--- config.mk ---
export PLATFORM = sky130hd
export DESIGN_NAME = ps2_drum_key_decoder
export DESIGN_NICKNAME = d
export VERILOG_FILES = /design/src/rtl/ps2_drum_key_decoder_pkg.sv /design/src/rtl/ps2_key_channel.sv /design/src/rtl/ps2_drum_key_decoder.sv
export SDC_FILE = /design/constraint.sdc
export NUM_CORES = 1
export LEC_CHECK = 0
export CAP_MARGIN = 25
export CORE_ASPECT_RATIO = 1.5
export CORE_MARGIN = 1
export CORE_UTILIZATION = 50
export DETAILED_ROUTE_END_ITERATION = 16
export MAX_ROUTING_LAYER = met4
export PLACE_DENSITY = 0.68
export SETUP_SLACK_MARGIN = 0.02
export SLEW_MARGIN = 25
export SYNTH_ARGS = -nofsm -noshare
export SYNTH_HDL_FRONTEND = slang
export SYNTH_SLANG_ARGS = --single-unit
--- constraint.sdc ---
create_clock -name CLOCK_50 -period 3 [get_ports CLOCK_50]
set_clock_uncertainty 0.15 [all_clocks]
set_input_delay 0.3 -clock CLOCK_50 [delete_from_list [all_inputs] [get_ports CLOCK_50]]
set_output_delay 0.3 -clock CLOCK_50 [all_outputs]
set_load 0.02 [all_outputs]
--- src/rtl/ps2_drum_key_decoder_pkg.sv ---
// Shared scancode constants and parser state type for the PS/2 drum-key decoder.
package ps2_drum_key_decoder_pkg;

  localparam logic [7:0] SC_EXT   = 8'hE0;
  localparam logic [7:0] SC_BREAK = 8'hF0;
  localparam logic [7:0] SC_BAT   = 8'hAA;
  localparam logic [7:0] SC_ERR0  = 8'h00;
  localparam logic [7:0] SC_ERRF  = 8'hFF;

  typedef enum logic [1:0] {
    ST_IDLE    = 2'd0,
    ST_EXT     = 2'd1,
    ST_BRK     = 2'd2,
    ST_EXT_BRK = 2'd3
  } parse_state_t;

  function automatic logic is_error_byte(input logic [7:0] b);
    return (b == SC_ERR0) || (b == SC_ERRF);
  endfunction

endpackage

--- src/rtl/ps2_key_channel.sv ---
// One tracked drum key: held flag, hit hold-off counter, registered hit/release pulses.
module ps2_key_channel #(
  parameter int HOLDOFF_CYCLES = 500_000
) (
  input  logic CLOCK_50,
  input  logic reset,
  input  logic make_match,
  input  logic break_match,
  input  logic clear_all,
  output logic key_held,
  output logic key_hit,
  output logic key_release
);

  localparam int HW = (HOLDOFF_CYCLES > 0) ? $clog2(HOLDOFF_CYCLES + 1) : 1;

  logic [HW-1:0] holdoff_cnt;

  // Hold-off only gates the hit pulse; a press during hold-off still marks the key held.
  always_ff @(posedge CLOCK_50) begin
    if (reset) begin
      key_held    <= 1'b0;
      key_hit     <= 1'b0;
      key_release <= 1'b0;
      holdoff_cnt <= '0;
    end else begin
      key_hit     <= 1'b0;
      key_release <= 1'b0;
      if (holdoff_cnt != '0)
        holdoff_cnt <= holdoff_cnt - 1'b1;

      if (clear_all) begin
        key_held <= 1'b0;
      end else if (make_match && !key_held) begin
        key_held <= 1'b1;
        if (holdoff_cnt == '0) begin
          key_hit     <= 1'b1;
          holdoff_cnt <= HW'(HOLDOFF_CYCLES);
        end
      end else if (break_match && key_held) begin
        key_held    <= 1'b0;
        key_release <= 1'b1;
      end
    end
  end

endmodule

--- src/rtl/ps2_drum_key_decoder.sv ---
// PS/2 scancode parser (E0/F0 prefixes, BAT, error bytes, prefix timeout) feeding
// NUM_KEYS independent key channels.
module ps2_drum_key_decoder
  import ps2_drum_key_decoder_pkg::*;
#(
  parameter int                      NUM_KEYS       = 4,
  parameter logic [NUM_KEYS*9-1:0]   KEY_CODES      = {9'h02B, 9'h023, 9'h01B, 9'h01C},
  parameter int                      HOLDOFF_CYCLES = 500_000,
  parameter int                      TIMEOUT_CYCLES = 100_000
) (
  input  logic                CLOCK_50,
  input  logic                reset,
  input  logic [7:0]          rx_data,
  input  logic                rx_valid,
  output logic [NUM_KEYS-1:0] key_held,
  output logic [NUM_KEYS-1:0] key_hit,
  output logic [NUM_KEYS-1:0] key_release,
  output logic                proto_err
);

  localparam int TW = (TIMEOUT_CYCLES > 1) ? $clog2(TIMEOUT_CYCLES + 1) : 1;

  parse_state_t        state, next_state;
  logic [TW-1:0]       timeout_cnt;
  logic                timeout_hit;
  logic                do_make, do_break, ev_ext, clear_all, err_next;
  logic [NUM_KEYS-1:0] code_match;

  // Expiry fires only on an idle cycle; a byte arriving on that cycle wins.
  assign timeout_hit = (state != ST_IDLE) && !rx_valid &&
                       (timeout_cnt == TW'(TIMEOUT_CYCLES - 1));

  always_ff @(posedge CLOCK_50) begin
    if (reset) begin
      state       <= ST_IDLE;
      timeout_cnt <= '0;
      proto_err   <= 1'b0;
    end else begin
      state     <= next_state;
      proto_err <= err_next;
      if (state == ST_IDLE || rx_valid || timeout_hit)
        timeout_cnt <= '0;
      else
        timeout_cnt <= timeout_cnt + 1'b1;
    end
  end

  always_comb begin
    next_state = state;
    do_make    = 1'b0;
    do_break   = 1'b0;
    ev_ext     = 1'b0;
    clear_all  = 1'b0;
    err_next   = 1'b0;
    if (timeout_hit) begin
      next_state = ST_IDLE;
      err_next   = 1'b1;
    end else if (rx_valid) begin
      case (state)
        ST_IDLE: begin
          if (rx_data == SC_EXT)            next_state = ST_EXT;
          else if (rx_data == SC_BREAK)     next_state = ST_BRK;
          else if (rx_data == SC_BAT)       clear_all  = 1'b1;
          else if (is_error_byte(rx_data))  err_next   = 1'b1;
          else                              do_make    = 1'b1;
        end
        ST_EXT: begin
          if (rx_data == SC_BREAK) begin
            next_state = ST_EXT_BRK;
          end else if (rx_data != SC_EXT) begin
            next_state = ST_IDLE;
            if (is_error_byte(rx_data)) begin
              err_next = 1'b1;
            end else begin
              do_make = 1'b1;
              ev_ext  = 1'b1;
            end
          end
        end
        ST_BRK: begin
          if (rx_data == SC_EXT) begin
            next_state = ST_EXT;
            err_next   = 1'b1;
          end else if (rx_data != SC_BREAK) begin
            next_state = ST_IDLE;
            if (is_error_byte(rx_data)) err_next = 1'b1;
            else                        do_break = 1'b1;
          end
        end
        ST_EXT_BRK: begin
          next_state = ST_IDLE;
          if (rx_data == SC_EXT || rx_data == SC_BREAK || is_error_byte(rx_data)) begin
            err_next = 1'b1;
          end else begin
            do_break = 1'b1;
            ev_ext   = 1'b1;
          end
        end
        default: next_state = ST_IDLE;
      endcase
    end
  end

  // Every channel whose code matches fires, so duplicate codes drive several channels.
  for (genvar i = 0; i < NUM_KEYS; i++) begin : g_chan
    assign code_match[i] = (KEY_CODES[9*i +: 9] == {ev_ext, rx_data});

    ps2_key_channel #(
      .HOLDOFF_CYCLES(HOLDOFF_CYCLES)
    ) u_chan (
      .CLOCK_50   (CLOCK_50),
      .reset      (reset),
      .make_match (do_make & code_match[i]),
      .break_match(do_break & code_match[i]),
      .clear_all  (clear_all),
      .key_held   (key_held[i]),
      .key_hit    (key_hit[i]),
      .key_release(key_release[i])
    );
  end

endmodule

==> results_dict.tcl <==
set metrics [dict create \
    status "completed" \
    netlist_area_um2 5250 \
    htreeDepth 3 \
    grt_pass1_wl_mm 19.1 \
    wl_met2_mm 5.53 \
    ant_nets 0 \
    insertion_delay_ns 0.34 \
    synth.distinct_cells 57 \
    num_vias 4506 \
    p_comb_share_pct 43.5 \
    fin_crit_ns 2.55 \
    synthFlopType "dfxtp_1" \
    synth.top_cell.area_share_pct 41.2 \
    antenna_found_initial 0 \
    syn-num-nets 645 \
    synth_top_area_cell "dfxtp_1" \
    finish.utilization_pct 57.6 \
    overflow 0 \
    placed_area_um2 5570 \
    cts.repair.resized 0 \
    drive_gt1_share_pct 7.44 \
    fin_nets 660 \
    dieArea_um2 10900 \
    maxCapViolCount 0 \
    swShare_pct 39.2 \
    crit_type "in2reg" \
    synth_commonest_cells "dfxtp_1 (108), nor2_1 (68), a21oi_1 (55)" \
    tns_ns 0 \
    dp_hpwl_mm 7.82 \
    cp_cell_sequence "clkdlybuf4s50_1 > or4b_4 > nor4_4 > or3b_1 > a21o_1 > a311oi_2" \
    timing.fmax_ghz 0.392 \
    crit_fanout 7 \
    critPathLaunchType "input port" \
    initial_core_util_pct 51.5 \
    critPathBufInv 1 \
    route.met3.wl_um 268 \
    final_cell_area_um2 5870 \
    numCtsBuffers 9 \
    diodes 0 \
    crit_slowest_cell "or4b_4" \
    slew_violations 0 \
    highest_layer "met4" \
    cts.sinks 108 \
    pwr-share-clk_pct 19.8 \
    syn_avg_cell_area_um2 8.40 \
    post_drt_via_cell_ratio 5.73 \
    worstPathArrival_ns 2.66 \
    synth_seq_area_share_pct 41.2 \
    critical_path.top_delay_family "simple AND/OR/NAND/NOR gates" \
    worst_pin_slew_ns 0.602 \
    instances_no_fill 786 \
    cts-root-buf "clkbuf_16" \
    wl_mm 10.8 \
    seqPwrFrac_pct 36.6 \
    power_density_nw_per_um2 986 \
    synth-async-reset-ratio_pct 0 \
    hold_buffers 0 \
    portBuffers 23 \
    ios 24 \
    dieWidth_um 85.7 \
    irDropWorstVdd_uv 415 \
    firstDrtPassIters 4 \
    area_delta_synth_final_pct 11.8 \
    grt_pass1_vias 4442 \
    synth_seq_cells 108 \
    yosysWarnings 0 \
    dp.cells 770 \
    num_rows 45 \
    p_sw_mw 2.27 \
    rsz0062_at_grt "no" \
    grt.total_usage_pct 22.0 \
    clock_path_buffers 2 \
    clkTransAtPathRegs_ns 0.07 \
    critPathRequiredTime_ns 3.10 \
    pre_cts_slack_ns 0.128 \
    timing.final.hold_violations 0 \
    grt_max_degree 39 \
    fin_crit_sh_pct 85.1 \
    drt-initial-drc-count 135 \
    met1Wirelength_mm 4.58 \
    yosysMostFrequentCell "dfxtp_1" \
    p_int_mw 3.52 \
    wl_per_cell_um 13.7 \
    postCtsSetupRepairBufs 0 \
    timing.final.ws_setup_ns 0.446 \
    synthCells 625 \
    relSlewSlack_pct 59.5 \
    tritoncts "done" \
    synth_area_leaders "dfxtp_1 (41%), a21oi_1 (5.2%), nor2_1 (4.9%), nor3_1 (3.7%), xnor2_1 (3.7%)" \
    crit_path_max_incr_delay_ns 0.59 \
    hp-class "in2reg" \
    drc 0 \
    endpoint_kind "register" \
    p_leak_nw 2.08 \
    synth-edff-count 0 \
    die_h_um 128 \
    gp_congestion 0.874 \
    setup_violations 0 \
    core_area_um2 10200 \
]
[stage by stage]
stage                     power (mW)  hold WS (ns)
final                           5.79         0.287
after global routing            6.31         0.328
after CTS                       5.83         0.285
after detailed placement        4.64         0.309
after global placement          4.54         0.300
after floorplan                 4.05         0.287
[per-layer routing]
layer | track usage (%) | vias up
met1 | 24.0 | 2117
met2 | 38.5 | 81
met3 | 3.17 | 35
met4 | 11.3 | 0
li1 | - | 2273
met5 | - | -
[cell type report]
| cell class | instances | area, um^2 |
|---|---|---|
| clock buffers | 11 | 253 |
| clock inverters | 5 | 43.8 |
| fillers | 915 | 4320 |
| inverters | 19 | 71.3 |
| multi-input cells | 468 | 2860 |
| flip-flops and latches | 108 | 2160 |
| well taps | 141 | 176 |
| repair buffers | 34 | 308 |
[placed cells by master (no fill, tap or decap), types with 5 or more instances in the layout]
cell type	synthesis	routed
clkbuf_16	0	9
clkdlybuf4s50_1	0	22
nand2b_1	14	14
and4_1	6	6
a21oi_1	55	55
o31ai_1	6	6
nor3_1	39	39
dfxtp_1	108	108
xnor2_1	22	22
a21o_1	5	5
or3_1	24	24
a211oi_1	15	15
buf_4	13	11
xor2_1	14	14
inv_1	16	16
nor2_1	68	68
nor2b_1	9	9
nand3b_1	6	6
nand4_1	7	7
nand2_1	49	49
nor4_1	15	15
o21ai_0	12	12
or4_1	14	14
ha_1	9	9
and3_1	7	7
nand3_1	21	21
[cell families after synthesis]
family / Yosys count / synth area share (%)
simple gates: 310 / 32.7
compound gates: 109 / 12.8
flops: 108 / 41.2
buf+inv: 49 / 4.45
xor+xnor: 36 / 6.00
fa+ha+maj: 9 / 2.14
mux: 4 / 0.762
[power groups by stage]
stage	registers (mW)	logic [mW]	clock network, mW
final	2.12	2.52	1.15
after global routing	2.18	2.89	1.24
after CTS	2.12	2.53	1.18
after detailed placement	2.15	2.50	0
after global placement	2.12	2.41	0
after floorplan	2.06	1.99	0
[flip-flops by register name, summed over array words and instances (netlist names)]
| name | flops |
|---|---|
| timeout_cnt | 17 |
| state | 2 |
| proto_err | 1 |
| g_chan.u_chan.holdoff_cnt | 76 |
| g_chan.u_chan.key_release | 4 |
| g_chan.u_chan.key_held | 4 |
| g_chan.u_chan.key_hit | 4 |
[worst paths after layout]
check                                   start                          endpoint  slack (ns)  depth (start not counted)
max reg2reg   g_chan[2].u_chan.holdoff_cnt[6]   g_chan[2].u_chan.holdoff_cnt[0]        0.47                          6
min reg2reg  g_chan[0].u_chan.holdoff_cnt[14]  g_chan[0].u_chan.holdoff_cnt[14]        0.32                          2
min                                     reset  g_chan[3].u_chan.holdoff_cnt[10]        0.29                          2
max                                rx_data[7]  g_chan[1].u_chan.holdoff_cnt[13]        0.45                          6
No activity file was read; power rests on OpenSTA's default activity.
